--- config.mk ---
export PLATFORM = sky130hd
export DESIGN_NAME = key_loader_flat
export DESIGN_NICKNAME = d
export VERILOG_FILES = /design/src/rtl/key_loader_pkg.sv /design/src/rtl/key_loader_if.sv /design/src/rtl/key_loader_shreg.sv /design/src/rtl/key_loader.sv /design/src/flat_wrapper.sv
export SDC_FILE = /design/constraint.sdc
export NUM_CORES = 1
export LEC_CHECK = 0
export BUFFER_PORTS_ARGS = -buffer_cell sky130_fd_sc_hd__buf_2
export CAP_MARGIN = 20
export CORE_MARGIN = 2
export CORE_UTILIZATION = 41
export DETAILED_ROUTE_END_ITERATION = 12
export GPL_TIMING_DRIVEN = 0
export PLACE_DENSITY = 0.68
export SLEW_MARGIN = 20
export SYNTH_ARGS = -nofsm -noshare
export SYNTH_HDL_FRONTEND = slang
export SYNTH_SLANG_ARGS = --single-unit
export TNS_END_PERCENT = 1
--- constraint.sdc ---
create_clock -name clk -period 1.7 [get_ports clk]
set_input_delay 0.17 -clock clk [delete_from_list [all_inputs] [get_ports clk]]
set_output_delay 0.17 -clock clk [all_outputs]
set_load 0.01 [all_outputs]
--- src/rtl/key_loader_pkg.sv ---
// Shared types and helpers for the key loader: FSM state encoding, checksum width
// and the XOR fold used to verify a received key.
package key_loader_pkg;

   typedef enum logic [2:0] {
      IDLE    = 3'd0,
      SHIFT   = 3'd1,
      CHECK   = 3'd2,
      APPLY   = 3'd3,
      LOCKOUT = 3'd4
   } state_t;

   localparam int CKSUM_W   = 8;
   localparam int KEY_W_MAX = 256;

   // Keys narrower than KEY_W_MAX are zero-extended by the caller; zero bytes fold to nothing.
   function automatic logic [CKSUM_W-1:0] xor_fold(input logic [KEY_W_MAX-1:0] key);
      logic [CKSUM_W-1:0] acc;
      acc = '0;
      for (int k = 0; k < KEY_W_MAX / CKSUM_W; k++) begin
         acc = acc ^ key[k*CKSUM_W +: CKSUM_W];
      end
      return acc;
   endfunction

endpackage

--- src/rtl/key_loader_if.sv ---
// Serial key stream between the secure key source (master) and the key loader (slave).
interface key_loader_if;

   // A bit transfers on a rising edge where sdi_valid && sdi_ready; sdi is LSB first.
   // load_start is a one-cycle pulse that (re)starts a frame and wins over a same-cycle bit.
   logic load_start;
   logic sdi;
   logic sdi_valid;
   logic sdi_ready;

   modport master (
      output load_start,
      output sdi,
      output sdi_valid,
      input  sdi_ready
   );

   modport slave (
      input  load_start,
      input  sdi,
      input  sdi_valid,
      output sdi_ready
   );

endinterface

--- src/rtl/key_loader_shreg.sv ---
// Frame assembly register: bit n of the frame lands in data[n]; done flags the final bit.
module key_loader_shreg #(
   parameter int FRAME_W = 40
) (
   input  logic               clk,
   input  logic               rst,
   input  logic               clr,
   input  logic               shift_en,
   input  logic               bit_in,
   output logic [FRAME_W-1:0] data,
   output logic               done
);

   localparam int            CW   = $clog2(FRAME_W);
   localparam logic [CW-1:0] LAST = CW'(FRAME_W - 1);

   logic [CW-1:0] cnt;

   assign done = shift_en && (cnt == LAST);

   // clr outranks shift_en so a restart never keeps a bit from the abandoned frame.
   always_ff @(posedge clk) begin
      if (rst || clr) begin
         data <= '0;
         cnt  <= '0;
      end else if (shift_en) begin
         data[cnt] <= bit_in;
         if (cnt == LAST) begin
            cnt <= '0;
         end else begin
            cnt <= cnt + 1'b1;
         end
      end
   end

endmodule

--- src/rtl/key_loader.sv ---
// Key loader top: assembles a serial key frame, verifies it, then drives key_out.
// Build option KEY_LOADER_CHECKSUM_EN appends an 8-bit XOR checksum trailer to each frame.
module key_loader
   import key_loader_pkg::*;
#(
   parameter int KEY_W    = 32,
   parameter int MAX_FAIL = 3
) (
   input  logic             clk,
   input  logic             rst,
   key_loader_if.slave      src,
   output logic [KEY_W-1:0] key_out,
   output logic             key_applied,
   output logic             load_err,
   output logic             locked_out,
   output logic             busy,
   output logic [2:0]       state_dbg
);

   localparam logic [2:0] ST_IDLE    = IDLE;
   localparam logic [2:0] ST_SHIFT   = SHIFT;
   localparam logic [2:0] ST_CHECK   = CHECK;
   localparam logic [2:0] ST_APPLY   = APPLY;
   localparam logic [2:0] ST_LOCKOUT = LOCKOUT;

`ifdef KEY_LOADER_CHECKSUM_EN
   localparam int FRAME_W = KEY_W + CKSUM_W;
`else
   localparam int FRAME_W = KEY_W;
`endif

   logic [2:0]         state;
   logic [2:0]         state_nx;
   logic               ready_q;
   logic [FRAME_W-1:0] frame;
   logic               frame_done;
   logic               shift_en;
   logic               clr;
   logic               cksum_ok;
   logic [3:0]         fail_cnt;
   logic               fail_hit;

   assign shift_en  = (state == ST_SHIFT) && src.sdi_valid && !src.load_start;
   assign clr       = src.load_start && (state != ST_LOCKOUT);
   assign fail_hit  = (fail_cnt == 4'(MAX_FAIL - 1));
   assign src.sdi_ready = ready_q;
   assign state_dbg = state;

   key_loader_shreg #(
      .FRAME_W (FRAME_W)
   ) u_shreg (
      .clk      (clk),
      .rst      (rst),
      .clr      (clr),
      .shift_en (shift_en),
      .bit_in   (src.sdi),
      .data     (frame),
      .done     (frame_done)
   );

`ifdef KEY_LOADER_CHECKSUM_EN
   assign cksum_ok = (xor_fold(KEY_W_MAX'(frame[KEY_W-1:0])) == frame[FRAME_W-1:KEY_W]);
`else
   assign cksum_ok = 1'b1;
`endif

   always_comb begin
      state_nx = state;
      case (state)
         ST_IDLE, ST_APPLY: begin
            if (src.load_start) state_nx = ST_SHIFT;
         end
         ST_SHIFT: begin
            if (src.load_start)  state_nx = ST_SHIFT;
            else if (frame_done) state_nx = ST_CHECK;
         end
         ST_CHECK: begin
            if (src.load_start) state_nx = ST_SHIFT;
            else if (cksum_ok)  state_nx = ST_APPLY;
            else if (fail_hit)  state_nx = ST_LOCKOUT;
            else                state_nx = ST_IDLE;
         end
         ST_LOCKOUT: state_nx = ST_LOCKOUT;
         default:    state_nx = ST_IDLE;
      endcase
   end

   // Outputs are registered from the next state so each one appears the cycle the state does.
   always_ff @(posedge clk) begin
      if (rst) begin
         state       <= ST_IDLE;
         ready_q     <= 1'b0;
         busy        <= 1'b0;
         key_out     <= '0;
         key_applied <= 1'b0;
         load_err    <= 1'b0;
         locked_out  <= 1'b0;
         fail_cnt    <= '0;
      end else begin
         state   <= state_nx;
         ready_q <= (state_nx == ST_SHIFT);
         busy    <= (state_nx == ST_SHIFT) || (state_nx == ST_CHECK);
         if (clr) begin
            key_out     <= '0;
            key_applied <= 1'b0;
            load_err    <= 1'b0;
         end else if (state == ST_CHECK) begin
            if (cksum_ok) begin
               key_out     <= frame[KEY_W-1:0];
               key_applied <= 1'b1;
               fail_cnt    <= '0;
            end else begin
               load_err <= 1'b1;
               fail_cnt <= fail_cnt + 4'd1;
               if (fail_hit) locked_out <= 1'b1;
            end
         end
      end
   end

endmodule

--- src/flat_wrapper.sv ---
// flat-port wrapper written by rule: the top's interface ports become plain ports
module key_loader_flat import key_loader_pkg::*;
#(
   parameter int KEY_W    = 32,
   parameter int MAX_FAIL = 3
)
  (clk, rst, key_out, key_applied, load_err, locked_out, busy, state_dbg, src_load_start, src_sdi, src_sdi_valid, src_sdi_ready);
  key_loader_if src_i ();
  input  logic clk;
  input  logic rst;
  output logic [KEY_W-1:0] key_out;
  output logic key_applied;
  output logic load_err;
  output logic locked_out;
  output logic busy;
  output logic [2:0] state_dbg;
  input wire logic [$bits(src_i.load_start)-1:0] src_load_start;
  input wire logic [$bits(src_i.sdi)-1:0] src_sdi;
  input wire logic [$bits(src_i.sdi_valid)-1:0] src_sdi_valid;
  output wire logic [$bits(src_i.sdi_ready)-1:0] src_sdi_ready;
  assign src_i.load_start = src_load_start;
  assign src_i.sdi = src_sdi;
  assign src_i.sdi_valid = src_sdi_valid;
  assign src_sdi_ready = src_i.sdi_ready;
  key_loader #(.KEY_W(KEY_W), .MAX_FAIL(MAX_FAIL)) u_core (.clk(clk), .rst(rst), .src(src_i), .key_out(key_out), .key_applied(key_applied), .load_err(load_err), .locked_out(locked_out), .busy(busy), .state_dbg(state_dbg));
endmodule
Word-level counts from Yosys, hierarchy flattened
Index checks and enable logic that the tools add are counted.
Cells by class
  add/subtract/negate cells: 1
  $lt $le $gt $ge: 2
  equality and inequality tests: 8
  mux-type cells: 9
  reductions and logical operators: 11
Operators by type and width (count)
  $bwmux W32: 1
  $pmux W3 S4: 1
  $eq A3 B2 Y1 const B: 3
  $mux W3: 3
  $eq A3 B1 Y1 const B: 2
  $lt A5 B6 Y1 const B: 1
  $add A5 B1 Y5 const B: 1
  $demux W1 S5: 1
  $eq A5 B5 Y1 const B: 1
  $ge A5 B1 Y1 const B: 1
  $logic_and A1 B1 Y1: 5
  $mux W5: 1
  $reduce_or A2 Y1: 2
  $eq A3 B3 Y1 const B: 1
  $logic_not A3 Y1: 1
  $ne A3 B3 Y1 const B: 1
  $logic_or A1 B1 Y1: 2
  $mux W2: 1
  $logic_not A1 Y1: 1
  $mux W1: 1
Word-level totals
  bits in registers: 75
  input bits: 5
  output and inout bits: 40
  logic and storage cells: 38

Longest topological paths before layout
  depth after elaboration: 9
  gate-level depth with buffers: 6

Cells and area by module
Synthesis repeated with hierarchy kept, for this count alone.
Unflattened totals
  cells, all modules: 351
  area total of the unflattened synthesis: 3228.1 um^2
By module, submodules not included
  key_loader_shreg: times used 1, cells an instance 183, area an instance 1715.4 um^2, seq. area each 740.7 um^2
  key_loader: times used 1, cells an instance 168, area an instance 1512.7 um^2, seq. area each 760.7 um^2

Least setup slack after synthesis
OpenSTA, ideal clock, no wires.
  path type: reg-to-reg
  start: register u_core.state[1], in the netlist u_core.state_dbg[1]
  end: register u_core.u_shreg.cnt[2]
  data arrival time: 1691 ps
  path slack: -62 ps
  stages on the path, launching flop included: 6
  period minus slack after synthesis: 1762 ps
  path through: dfxtp_1 > buf_6 > or4b_1 > clkbuf_2 > or4_1 > a21oi_1
Between the ends
  word-level cells in the longest chain between the ends: 3
Ends and longest elaborated chain
  start, declared: RTL line key_loader.sv:32  | logic [2:0] state;
  start signal, assigned: RTL line key_loader.sv:100  | state <= state_nx;
  $eq A3 B1 Y1 or $ne A3 B3 Y1 (tied branches): RTL line key_loader.sv:43, key_loader.sv:44
  $logic_and A1 B1 Y1, on equally long branches: RTL line key_loader.sv:43, key_loader.sv:44
  $logic_and A1 B1 Y1 or $logic_or A1 B1 Y1 (tied branches): RTL line key_loader.sv:43, key_loader_shreg.sv:23
  end signal, assigned: RTL line key_loader_shreg.sv:31  | cnt <= cnt + 1'b1;
  end, declared: RTL line key_loader_shreg.sv:17  | logic [CW-1:0] cnt;
Parallel ways exist; a longest one is shown, timed or not.
A chain may end at the register's enable or synchronous reset.

Worst setup path in the final report
  start: register u_core.u_shreg.cnt[0]
  end: register u_core.u_shreg.cnt[2]
Between the ends
  word-level cells in the longest chain between the ends: 2
Ends and longest elaborated chain
  $add A5 B1 Y5 or $eq A5 B5 Y1 (tied branches): RTL line key_loader_shreg.sv:31, key_loader_shreg.sv:28
  $mux W5 (*): RTL line key_loader_shreg.sv:28  | if (cnt == LAST) begin
Mark *: on every way between the ends. The rest lies on a longest branch, timed or not.

==> impl_metrics.yaml <==
synthesis:
  ys_top_cells_by_count: "dfxtp_1, nand2_1, a21oi_1"
  synth_area_per_cell_um2: 8.604
  ys_top_cells_by_area: "dfxtp_1, mux2i_1, nand2_1"
  synth_cell_types: 35
  netlist.area_leader.share_pct: 47.94
  synth-edff-count: 0
  synth_most_common_cell: "dfxtp_1"
  synth_top_area_cell: "dfxtp_1"
  syn_area_mm2: 0.003132
  ys_ff_latch: 75
  synth_cells: 364
  ys_seq_area_share_pct: 47.94
  synth-async-reset-ratio_pct: 0
  synth_flop_cell: "dfxtp_1"
  yosys_warnings: 0
global_route:
  grt_max_degree: 12
  grt_pass1_wl_um: 12480
  grt_pass1_vias: 2690
  grtUsageTotal_pct: 18.35
  antenna_found_initial: 0
  grt_overflow: 0
sta:
  finalHoldViolCount: 0
  tns_ns: 0
  min_period_ns: 1.690
  clock_skew_ns: 0.006145
  hold_ws_ns: 0.08686
  fin_crit_sh_pct: 99.42
  worstMarginPinSlew_ns: 0.5469
  max_freq_mhz: 591.7
  setup_viol: 0
  grt_setup_unrepaired: "true"
  timing.final.ws_setup_ns: 0.009846
  slew_headroom_pct: 63.41
  slew_viol_final: 0
layout:
  fin_util_pct: 51.39
  syn_to_final_growth_pct: 20.30
  drive_above_1_share_pct: 21.99
  postLayoutCellArea_mm2: 0.003767
  antenna_cells: 0
  finalNonFillerCells: 522
  fillers: 737
  nets: 429
clock_tree:
  max-clock-path-buffers: 2
  htreeDepth: 3
  cts_buffers: 9
  cts_root_buf: "clkbuf_8"
  clkSinkCount: 75
  clk_pin_slew_ns: 0.07
  tritoncts: "done"
  cts_hold_buf: 0
  insertion_delay_ns: 0.35
setup_path:
  rr_endpoint: "u_core.u_shreg.cnt[2]"
  rrSetupSlack_ns: 0.01
  critPathLaunchType: "register"
  critPathKind: "register to register"
  crit_arrival_ns: 1.97
  crit_fanout: 8
  critPathCaptureType: "register"
  required_ns: 1.98
  rr_worst_depth: 5
  r2r-start: "u_core.u_shreg.cnt[0]"
die:
  die_y_um: 91.40
  die_width_um: 91.40
  initial_utilization_pct: 42.72
  io_pins: 45
  rows: 31
  core_area_mm2: 0.007331
  dieArea_mm2: 0.008354
placement:
  dp_slack_ns: -0.4577
  place.gp.congestion: 0.8340
  post-place-cells: 505
  post_dp_cell_area_mm2: 0.003470
  dp_hpwl_um: 4939
  port_buffers: 41
flow_run:
  max_cap_violations: 0
routing:
  antenna_left: 0
  routed_wl_um: 7306
  num_vias: 2759
  drt_pre_antenna_iters: 5
  drt_iter0_drc: 140
  avgViaCountPerCell: 5.285
  remaining_drc_errors: 0
  wl_per_cell_um: 14.00
power_and_ir_drop:
  p_int_mw: 2.550
  peakVddDrop_v: 0.0005508
  seqPwrFrac_pct: 54.0
  fin_total_pwr_mw: 3.263
  cellPowerDensity_mw_per_mm2: 866.2
  comb_power_share_pct: 4.0
  netSwitchingFraction_pct: 21.84
  power.leakage_nw: 1.582
  switchingPower_uw: 712.7
  clkPwrFrac_pct: 42.0
run_status:
  status: "finished, final reports clean"
worst_hold_path:
  hold_start: "rst"
  hold_path_depth: 2
  hp-class: "input pin to register"
  holdPathEnd: "u_core.state_dbg[0]"
==> state kept, by name (all words and copies together) (netlist names) <==
name and cells:
u_core.state_dbg 3, u_core.u_shreg.cnt 5, u_core.key_applied 1, u_core.u_shreg.data 32, u_core.busy 1, u_core.key_out 32, u_core.src.sdi_ready 1
==> cells in the final DEF (no fill, tap or decap), drive strengths merged, types with 4 or more instances in the layout <==
cell type  count
nor3           4
nor2           6
o21ai         36
mux2i         32
nand4          8
buf           58
nand3         25
a21oi         38
nand2         65
clkbuf        35
dfxtp         75
ha             5
nor3b          4
==> layer usage <==
metal	share of wire, %	vias up	GRT usage [%]
li1	-	1360	-
met1	46	1322	23.07
met2	47	64	29.35
met3	5.6	13	6.224
met4	2.0	0	6.187
met5	0	-	0
==> worst max path at each step <==
stage / startpoint / to / slack [ns] / depth (start not counted)
floorplan: u_core.state_dbg[1] / u_core.u_shreg.cnt[3] / -0.03 / 5
global placement: u_core.state_dbg[0] / u_core.key_out[9] / -0.41 / 6
detailed placement: u_core.state_dbg[0] / u_core.key_out[16] / -0.46 / 6
CTS: u_core.u_shreg.cnt[0] / u_core.u_shreg.cnt[3] / -0.002 / 5
global route: u_core.state_dbg[0] / u_core.u_shreg.data[22] / -0.08 / 6
finish: u_core.u_shreg.cnt[0] / u_core.u_shreg.cnt[2] / 0.01 / 5
==> power groups by stage <==
stage / Sequential [mW] / Combinational, mW / Clock, mW
floorplan: 1.81 / 0.0739 / 0
global placement: 1.80 / 0.113 / 0
detailed placement: 1.80 / 0.115 / 0
CTS: 1.76 / 0.126 / 1.40
global route: 1.76 / 0.142 / 1.49
finish: 1.76 / 0.129 / 1.37
==> final cells by class <==
cell class / count / area, µm² / area share (%)
Timing Repair Buffer: 46 / 242.7 / 6.443
Sequential cell: 75 / 1510 / 40.09
Clock inverter: 2 / 35.03 / 0.9299
Inverter: 3 / 11.26 / 0.2989
Tap cell: 99 / 123.9 / 3.288
Buffer: 34 / 177.7 / 4.716
Multi-Input combinational cell: 250 / 1508 / 40.02
Clock buffer: 13 / 158.9 / 4.218
==> cell families (layout without fill, tap and decap cells) <==
kind of cell | Yosys count | count (layout) | synth area share, %
AOI/OAI and AO/OA | 79 | 79 | 12.94
adders and majority gates | 5 | 5 | 1.998
buffers and inverters | 40 | 98 | 5.593
DFF | 75 | 75 | 47.94
muxes | 32 | 32 | 10.23
other | 1 | 2 | 0.1197
and+or+nand+nor | 132 | 132 | 21.18
==> timing repair <==
item	CTS	global route
setup buffers	5	0
endpoints found under the setup margin	72	67
pin swaps	4	1
gates resized for setup	19	27
==> critical path: stages, from the launching register on <==
cell and delay, ns:
dfxtp_2 0.36, ha_2 0.21, and3_1 0.21, ha_4 0.19
or4_1 0.52, a21oi_1 0.13
Power figures use the tool's default switching activity.
